`src/rtl/sbtm_pkg.sv`:
```
// sbtm_pkg: shared widths, table contents and field helpers for the
// symmetric bipartite table method evaluator.
package sbtm_pkg;

  localparam int X0_W      = 3;
  localparam int X1_W      = 2;
  localparam int X2_W      = 2;
  localparam int A0_W      = 8;
  localparam int A1_W      = 3;
  localparam int X_W       = X0_W + X1_W + X2_W;
  localparam int A0_ADDR_W = X0_W + X1_W;
  localparam int A1_ADDR_W = X0_W + X2_W - 1;
  localparam int A0_DEPTH  = 1 << A0_ADDR_W;
  localparam int A1_DEPTH  = 1 << A1_ADDR_W;

  // Folded a1 address together with the symmetry sign taken from x2.
  typedef struct packed {
    logic                 s;
    logic [A1_ADDR_W-1:0] addr;
  } addr1_t;

  // Initial-value table a0: entry i holds 8*i.
  localparam logic [A0_W-1:0] A0_TABLE [A0_DEPTH] = '{
    8'h00, 8'h08, 8'h10, 8'h18, 8'h20, 8'h28, 8'h30, 8'h38,
    8'h40, 8'h48, 8'h50, 8'h58, 8'h60, 8'h68, 8'h70, 8'h78,
    8'h80, 8'h88, 8'h90, 8'h98, 8'hA0, 8'hA8, 8'hB0, 8'hB8,
    8'hC0, 8'hC8, 8'hD0, 8'hD8, 8'hE0, 8'hE8, 8'hF0, 8'hF8
  };

  // Offset-magnitude table a1: entry j holds j truncated to A1_W bits.
  localparam logic [A1_W-1:0] A1_TABLE [A1_DEPTH] = '{
    3'd0, 3'd1, 3'd2, 3'd3, 3'd4, 3'd5, 3'd6, 3'd7,
    3'd0, 3'd1, 3'd2, 3'd3, 3'd4, 3'd5, 3'd6, 3'd7
  };

  // The lower half of x2 mirrors the upper half, so when the sign bit is
  // set the remaining bits are inverted to reuse the same a1 entry.
  function automatic addr1_t fold_addr1(input logic [X0_W-1:0] x0,
                                        input logic [X2_W-1:0] x2);
    addr1_t           r;
    logic [X2_W-2:0]  lo;
    lo     = x2[X2_W-2:0];
    r.s    = x2[X2_W-1];
    r.addr = {x0, (r.s ? ~lo : lo)};
    return r;
  endfunction

  // One's-complement negation of the magnitude when s=1, then sign-extend
  // the (A1_W+1)-bit two's-complement value to the result width.
  function automatic logic [A0_W-1:0] offset_ext(input logic [A1_W-1:0] d1,
                                                 input logic            s);
    logic [A1_W:0] off;
    off = {s, d1 ^ {A1_W{s}}};
    return {{(A0_W-A1_W-1){s}}, off};
  endfunction

endpackage

```
`src/rtl/sbtm_pipe_ctl.sv`:
```
// sbtm_pipe_ctl: 3-entry valid/ready shift controller. A stage may advance
// when it is empty or the stage after it advances; load_k is the actual
// capture enable (advance and upstream data present).
module sbtm_pipe_ctl (
  input  logic clk,
  input  logic rst_n,
  input  logic in_valid,
  input  logic out_ready,
  output logic in_ready,
  output logic out_valid,
  output logic load1,
  output logic load2,
  output logic load3
);

  logic [2:0] v_q, v_d;
  logic       adv1, adv2, adv3;

  // Advance chain from the output back to the input, then next valid bits.
  // NOTE: every signal written here gets a value on every path, so no latch
  // is inferred.
  always_comb begin
    adv3   = ~v_q[2] | out_ready;
    adv2   = ~v_q[1] | adv3;
    adv1   = ~v_q[0] | adv2;
    load1  = adv1 & in_valid;
    load2  = adv2 & v_q[0];
    load3  = adv3 & v_q[1];
    v_d    = v_q;
    if (adv1) v_d[0] = in_valid;
    if (adv2) v_d[1] = v_q[0];
    if (adv3) v_d[2] = v_q[1];
  end

  // Valid-bit state; cleared asynchronously so in-flight items are dropped.
  // NOTE: sequential state uses non-blocking assignments so every flop sees
  // the pre-edge values of the others.
  always_ff @(posedge clk or negedge rst_n) begin
    if (!rst_n) v_q <= '0;
    else        v_q <= v_d;
  end

  assign in_ready  = adv1;
  assign out_valid = v_q[2];

endmodule

```
`src/rtl/sbtm_roms.sv`:
```
// rom_a0 / rom_a1: combinational constant lookup tables feeding the
// evaluator; address to data within the same cycle.
module rom_a0
  import sbtm_pkg::*;
(
  input  logic [A0_ADDR_W-1:0] addr,
  output logic [A0_W-1:0]      data
);
  // NOTE: a constant table has no state, so there is nothing to reset;
  // only the pipeline registers downstream carry a reset.
  assign data = A0_TABLE[addr];
endmodule

module rom_a1
  import sbtm_pkg::*;
(
  input  logic [A1_ADDR_W-1:0] addr,
  output logic [A1_W-1:0]      data
);
  assign data = A1_TABLE[addr];
endmodule

```
`src/rtl/sbtm_eval_pipe.sv`:
```
// sbtm_eval_pipe: 3-stage SBTM evaluator. S1 splits x and forms both ROM
// addresses, S2 registers the ROM data, S3 adds initial value and offset.
// Build option: define SBTM_SAT_EN to clamp the S3 sum to 0..2^A0_W-1
// instead of wrapping modulo 2^A0_W.
module sbtm_eval_pipe
  import sbtm_pkg::*;
(
  input  logic            clk,
  input  logic            rst_n,
  input  logic            in_valid,
  output logic            in_ready,
  input  logic [X_W-1:0]  x,
  output logic            out_valid,
  input  logic            out_ready,
  output logic [A0_W-1:0] y
);

  logic load1, load2, load3;

  sbtm_pipe_ctl u_ctl (
    .clk       (clk),
    .rst_n     (rst_n),
    .in_valid  (in_valid),
    .out_ready (out_ready),
    .in_ready  (in_ready),
    .out_valid (out_valid),
    .load1     (load1),
    .load2     (load2),
    .load3     (load3)
  );

  logic [X0_W-1:0]      x0;
  logic [X1_W-1:0]      x1;
  logic [X2_W-1:0]      x2;
  addr1_t               fold;

  logic [A0_ADDR_W-1:0] addr0_q, addr0_d;
  logic [A1_ADDR_W-1:0] addr1_q, addr1_d;
  logic                 s1_q, s1_d;
  logic [A0_W-1:0]      d0_q, d0_d;
  logic [A1_W-1:0]      d1_q, d1_d;
  logic                 s2_q, s2_d;
  logic [A0_W-1:0]      y_q, y_d;

  logic [A0_W-1:0]      rom0_data;
  logic [A1_W-1:0]      rom1_data;
  logic [A0_W-1:0]      offset;

  rom_a0 u_rom_a0 (.addr(addr0_q), .data(rom0_data));
  rom_a1 u_rom_a1 (.addr(addr1_q), .data(rom1_data));

  assign x0     = x[X_W-1 -: X0_W];
  assign x1     = x[X2_W +: X1_W];
  assign x2     = x[X2_W-1:0];
  assign fold   = fold_addr1(x0, x2);
  assign offset = offset_ext(d1_q, s2_q);

  // S1/S2 next-state: capture only on load so an undriven x while
  // in_valid=0 never enters the pipe.
  always_comb begin
    addr0_d = addr0_q;
    addr1_d = addr1_q;
    s1_d    = s1_q;
    d0_d    = d0_q;
    d1_d    = d1_q;
    s2_d    = s2_q;
    if (load1) begin
      addr0_d = {x0, x1};
      addr1_d = fold.addr;
      s1_d    = fold.s;
    end
    if (load2) begin
      d0_d = rom0_data;
      d1_d = rom1_data;
      s2_d = s1_q;
    end
  end

`ifdef SBTM_SAT_EN
  logic [A0_W+1:0] sum_wide;

  // S3 next-state with clamping: two extra bits hold sign and carry.
  always_comb begin
    sum_wide = {2'b00, d0_q} + {{2{offset[A0_W-1]}}, offset};
    y_d      = y_q;
    if (load3) begin
      if (sum_wide[A0_W+1])    y_d = '0;
      else if (sum_wide[A0_W]) y_d = '1;
      else                     y_d = sum_wide[A0_W-1:0];
    end
  end
`else
  // S3 next-state with modulo-2^A0_W wrap.
  always_comb begin
    y_d = y_q;
    if (load3) y_d = d0_q + offset;
  end
`endif

  // Pipeline data registers, all cleared on reset.
  always_ff @(posedge clk or negedge rst_n) begin
    if (!rst_n) begin
      addr0_q <= '0;
      addr1_q <= '0;
      s1_q    <= 1'b0;
      d0_q    <= '0;
      d1_q    <= '0;
      s2_q    <= 1'b0;
      y_q     <= '0;
    end else begin
      addr0_q <= addr0_d;
      addr1_q <= addr1_d;
      s1_q    <= s1_d;
      d0_q    <= d0_d;
      d1_q    <= d1_d;
      s2_q    <= s2_d;
      y_q     <= y_d;
    end
  end

  assign y = y_q;

endmodule

```
`config.mk`:
```
export PLATFORM = sky130hd
export DESIGN_NAME = sbtm_eval_pipe
export DESIGN_NICKNAME = d
export VERILOG_FILES = /design/src/rtl/sbtm_pkg.sv /design/src/rtl/sbtm_pipe_ctl.sv /design/src/rtl/sbtm_roms.sv /design/src/rtl/sbtm_eval_pipe.sv
export SDC_FILE = /design/constraint.sdc
export NUM_CORES = 1
export LEC_CHECK = 0
export ABC_CLOCK_PERIOD_IN_PS = 3400
export CORE_UTILIZATION = 45
export DETAILED_ROUTE_END_ITERATION = 16
export HOLD_SLACK_MARGIN = 0.08
export PLACE_DENSITY = 0.71
export SYNTH_ARGS = -nofsm -noshare
export SYNTH_HDL_FRONTEND = slang
export SYNTH_HIERARCHICAL = 1
export SYNTH_SLANG_ARGS = --single-unit
```
`constraint.sdc`:
```
create_clock -name clk -period 3.4 [get_ports clk]
set_input_delay 0.68 -clock clk [delete_from_list [all_inputs] [get_ports clk]]
set_output_delay 0.68 -clock clk [all_outputs]
set_load 0.03 [all_outputs]
```
==> impl_metrics.tcl <==
set metrics [dict create \
    synthArstFlopShare_pct 100 \
    multi_input_area_um2 758 \
    final_area_um2 1870 \
    seq_area_um2 751 \
    drt-initial-drc-count 68 \
    vias 1062 \
    drtAntennaViolNets 0 \
    hold_path_class "reg -> reg" \
    hold_viol 0 \
    max_stage_delay_ps 670 \
    cp.arrival_ps 1980 \
    ys_seq_area_share_pct 46.0 \
    syn_inst 136 \
    final_common_cell "dfrtp_1" \
    dp_hpwl_mm 1.94 \
    grt_pass1_wl_mm 4.81 \
    die_width_um 62.2 \
    grt_max_degree 31 \
    vdd_drop_max_v 0.000298 \
    diodes 0 \
    crit_path_frequent_cell "clkdlybuf4s50_1" \
    regToRegSetupSlack_ps 1180 \
    dpl-instance-area_um2 1790 \
    routed_via_density 5.39 \
    root_buffer "clkbuf_4" \
    ys_warn_count 6 \
    coreArea_um2 3420 \
    finalClockSkew_ps 3.40 \
    fmax_mhz 376 \
    slew_headroom_pct 63.6 \
    antenna_found_initial 0 \
    synth_edf_count 0 \
    clock_sinks 30 \
    drive_above_1_share_pct 22.5 \
    layout-area-overhead-vs-synth_pct 14.6 \
    holdBufCountCts 0 \
    p_per_area_nw_per_um2 815 \
    status "finished clean" \
    mostFrequentLayoutCells "dfrtp_1 (30), mux2_2 (20), clkdlybuf4s50_1 (20), ha_1 (7), clkbuf_4 (5)" \
    finalCritPeriodShare_pct 78.2 \
    endpoint_kind "primary output" \
    drv_cap 0 \
    drt-total-wl_mm 2.63 \
    firstDrtPassIters 4 \
    globalRouteOverflowTotal 0 \
    io_pins 21 \
    required_ps 2720 \
    grt_pass1_vias 1080 \
    cp_cell_sequence "clkdlybuf4s50_1, nand4b_2, clkdlybuf4s50_1" \
    clk_path_buf_depth 2 \
    timing.setup.tns_ps 0 \
    post-cts-setup-buffers 0 \
    rows 21 \
    cts_tree "yes" \
    start_kind "primary input" \
    dieArea_um2 3870 \
    syn_avg_cell_area_um2 12.0 \
    synthDistinctLibCells 39 \
    htree_levels 2 \
    fillCellCount 318 \
    ys.flop_type "dfrtp_1" \
    clk_pin_slew_ps 90 \
    clock_latency_ps 330 \
    grt_setup_unrepaired "no" \
    yosys_register_bits 30 \
    final_cells 197 \
    place_congestion 0.829 \
    cpMaxStageDelayCell "clkdlybuf4s50_1" \
    grt_usage_pct 16.1 \
    dieHeight_um 62.2 \
    drc 0 \
    numPortBuffers 20 \
    post_cts_resized 0 \
    cts_buffers 5 \
    leakagePower_nw 0.758 \
    placed_cells 189 \
    slew_violations 0 \
    synth_area_um2 1630 \
    finalCriticalPeriod_ps 2660 \
    crit_type "in -> out" \
    critPathMaxFanout 3 \
    max_slew.worst_pin.slew_ps 547 \
    finalNetCount 169 \
    finalSetupViolations 0 \
    wl_per_cell_um 13.4 \
    initial_core_util_pct 47.7 \
]
layout make-up:
class                           count  share of cell area (%)
Multi-Input combinational cell     88                    40.6
Clock inverter                      2                    2.01
Inverter                            4                   0.804
Timing Repair Buffer               21                    11.1
Tap cell                           46                    3.08
Sequential cell                    30                    40.2
Clock buffer                        6                    2.21
cells by family (layout without fill, tap and decap cells):
logic type	count (synthesis)	after routing	synth area share, %
other	1	3	0.230
AND/OR/NAND/NOR	24	24	9.29
buffers and inverters	20	33	7.90
AO/OA/AOI/OAI	27	27	12.4
multiplexers	20	20	13.8
adder cells (fa/ha/maj)	8	8	6.60
flip-flops	30	30	46.0
XOR/XNOR	6	6	3.68
synth_stat cells (4+ instances only):
library cell / n / area share [%]
ha_1: 7 / 5.4
nand3b_1: 4 / 1.8
inv_1: 4 / 0.92
mux2_2: 20 / 14
nand2b_1: 4 / 1.5
a21oi_1: 4 / 1.2
buf_4: 11 / 5.1
buf_2: 4 / 1.2
a211oi_1: 4 / 1.8
dfrtp_1: 30 / 46
critical path: cells and delay by family:
family	cells	cell delay, ps
AND/OR/NAND/NOR	1	140
buffers and inverters	2	1150
state kept, by name, summed over array words and instances, names as in the netlist:
| register | cells |
|---|---|
| addr0_q | 5 |
| s2_q | 1 |
| addr1_q | 1 |
| d1_q | 3 |
| s1_q | 1 |
| d0_q | 8 |
| y | 8 |
| u_ctl/v_q | 3 |
per-stage QoR:
stage          total power, mW  hold slack (ps)  setup WS, ps  utilization, %
3_3_place_gp              1.23              476           749            52.4
3_5_place_dp              1.25              473           729            52.4
2_1_floorplan             1.07              384          1400               -
4_1_cts                   1.54              497           732            54.7
5_1_grt                   1.63              509           690            54.7
6_report                  1.52              491           740            54.7
where the power goes:
| part | internal (mW) | switching [mW] |
|---|---|---|
| Sequential | 0.458 | 0.0714 |
| Combinational | 0.330 | 0.380 |
| Clock | 0.155 | 0.128 |
final timing paths:
path                                  start  cells after the start                        to
max                               out_ready                      3                  in_ready
min                        y[4]$_DFFE_PN0P_                      1          y[4]$_DFFE_PN0P_
max reg2reg                s2_q$_DFFE_PN0P_                      7          y[6]$_DFFE_PN0P_
min reg2reg                y[4]$_DFFE_PN0P_                      1          y[4]$_DFFE_PN0P_
max in group asynchronous             rst_n                      2  u_ctl/v_q[1]$_DFFE_PN0P_
min in group asynchronous             rst_n                      2       d0_q[0]$_DFFE_PN0P_
metal layers:
metal / wire (um) / share of wire [%] / up-vias / track usage [%]
li1: - / - / 509 / -
met1: 1160 / 44 / 528 / 18.6
met2: 1330 / 51 / 21 / 27.2
met3: 118 / 4.5 / 4 / 6.07
met4: 26 / 0.99 / 0 / 5.52
met5: 0 / 0 / - / 0
(Power assumes the default switching activity.)
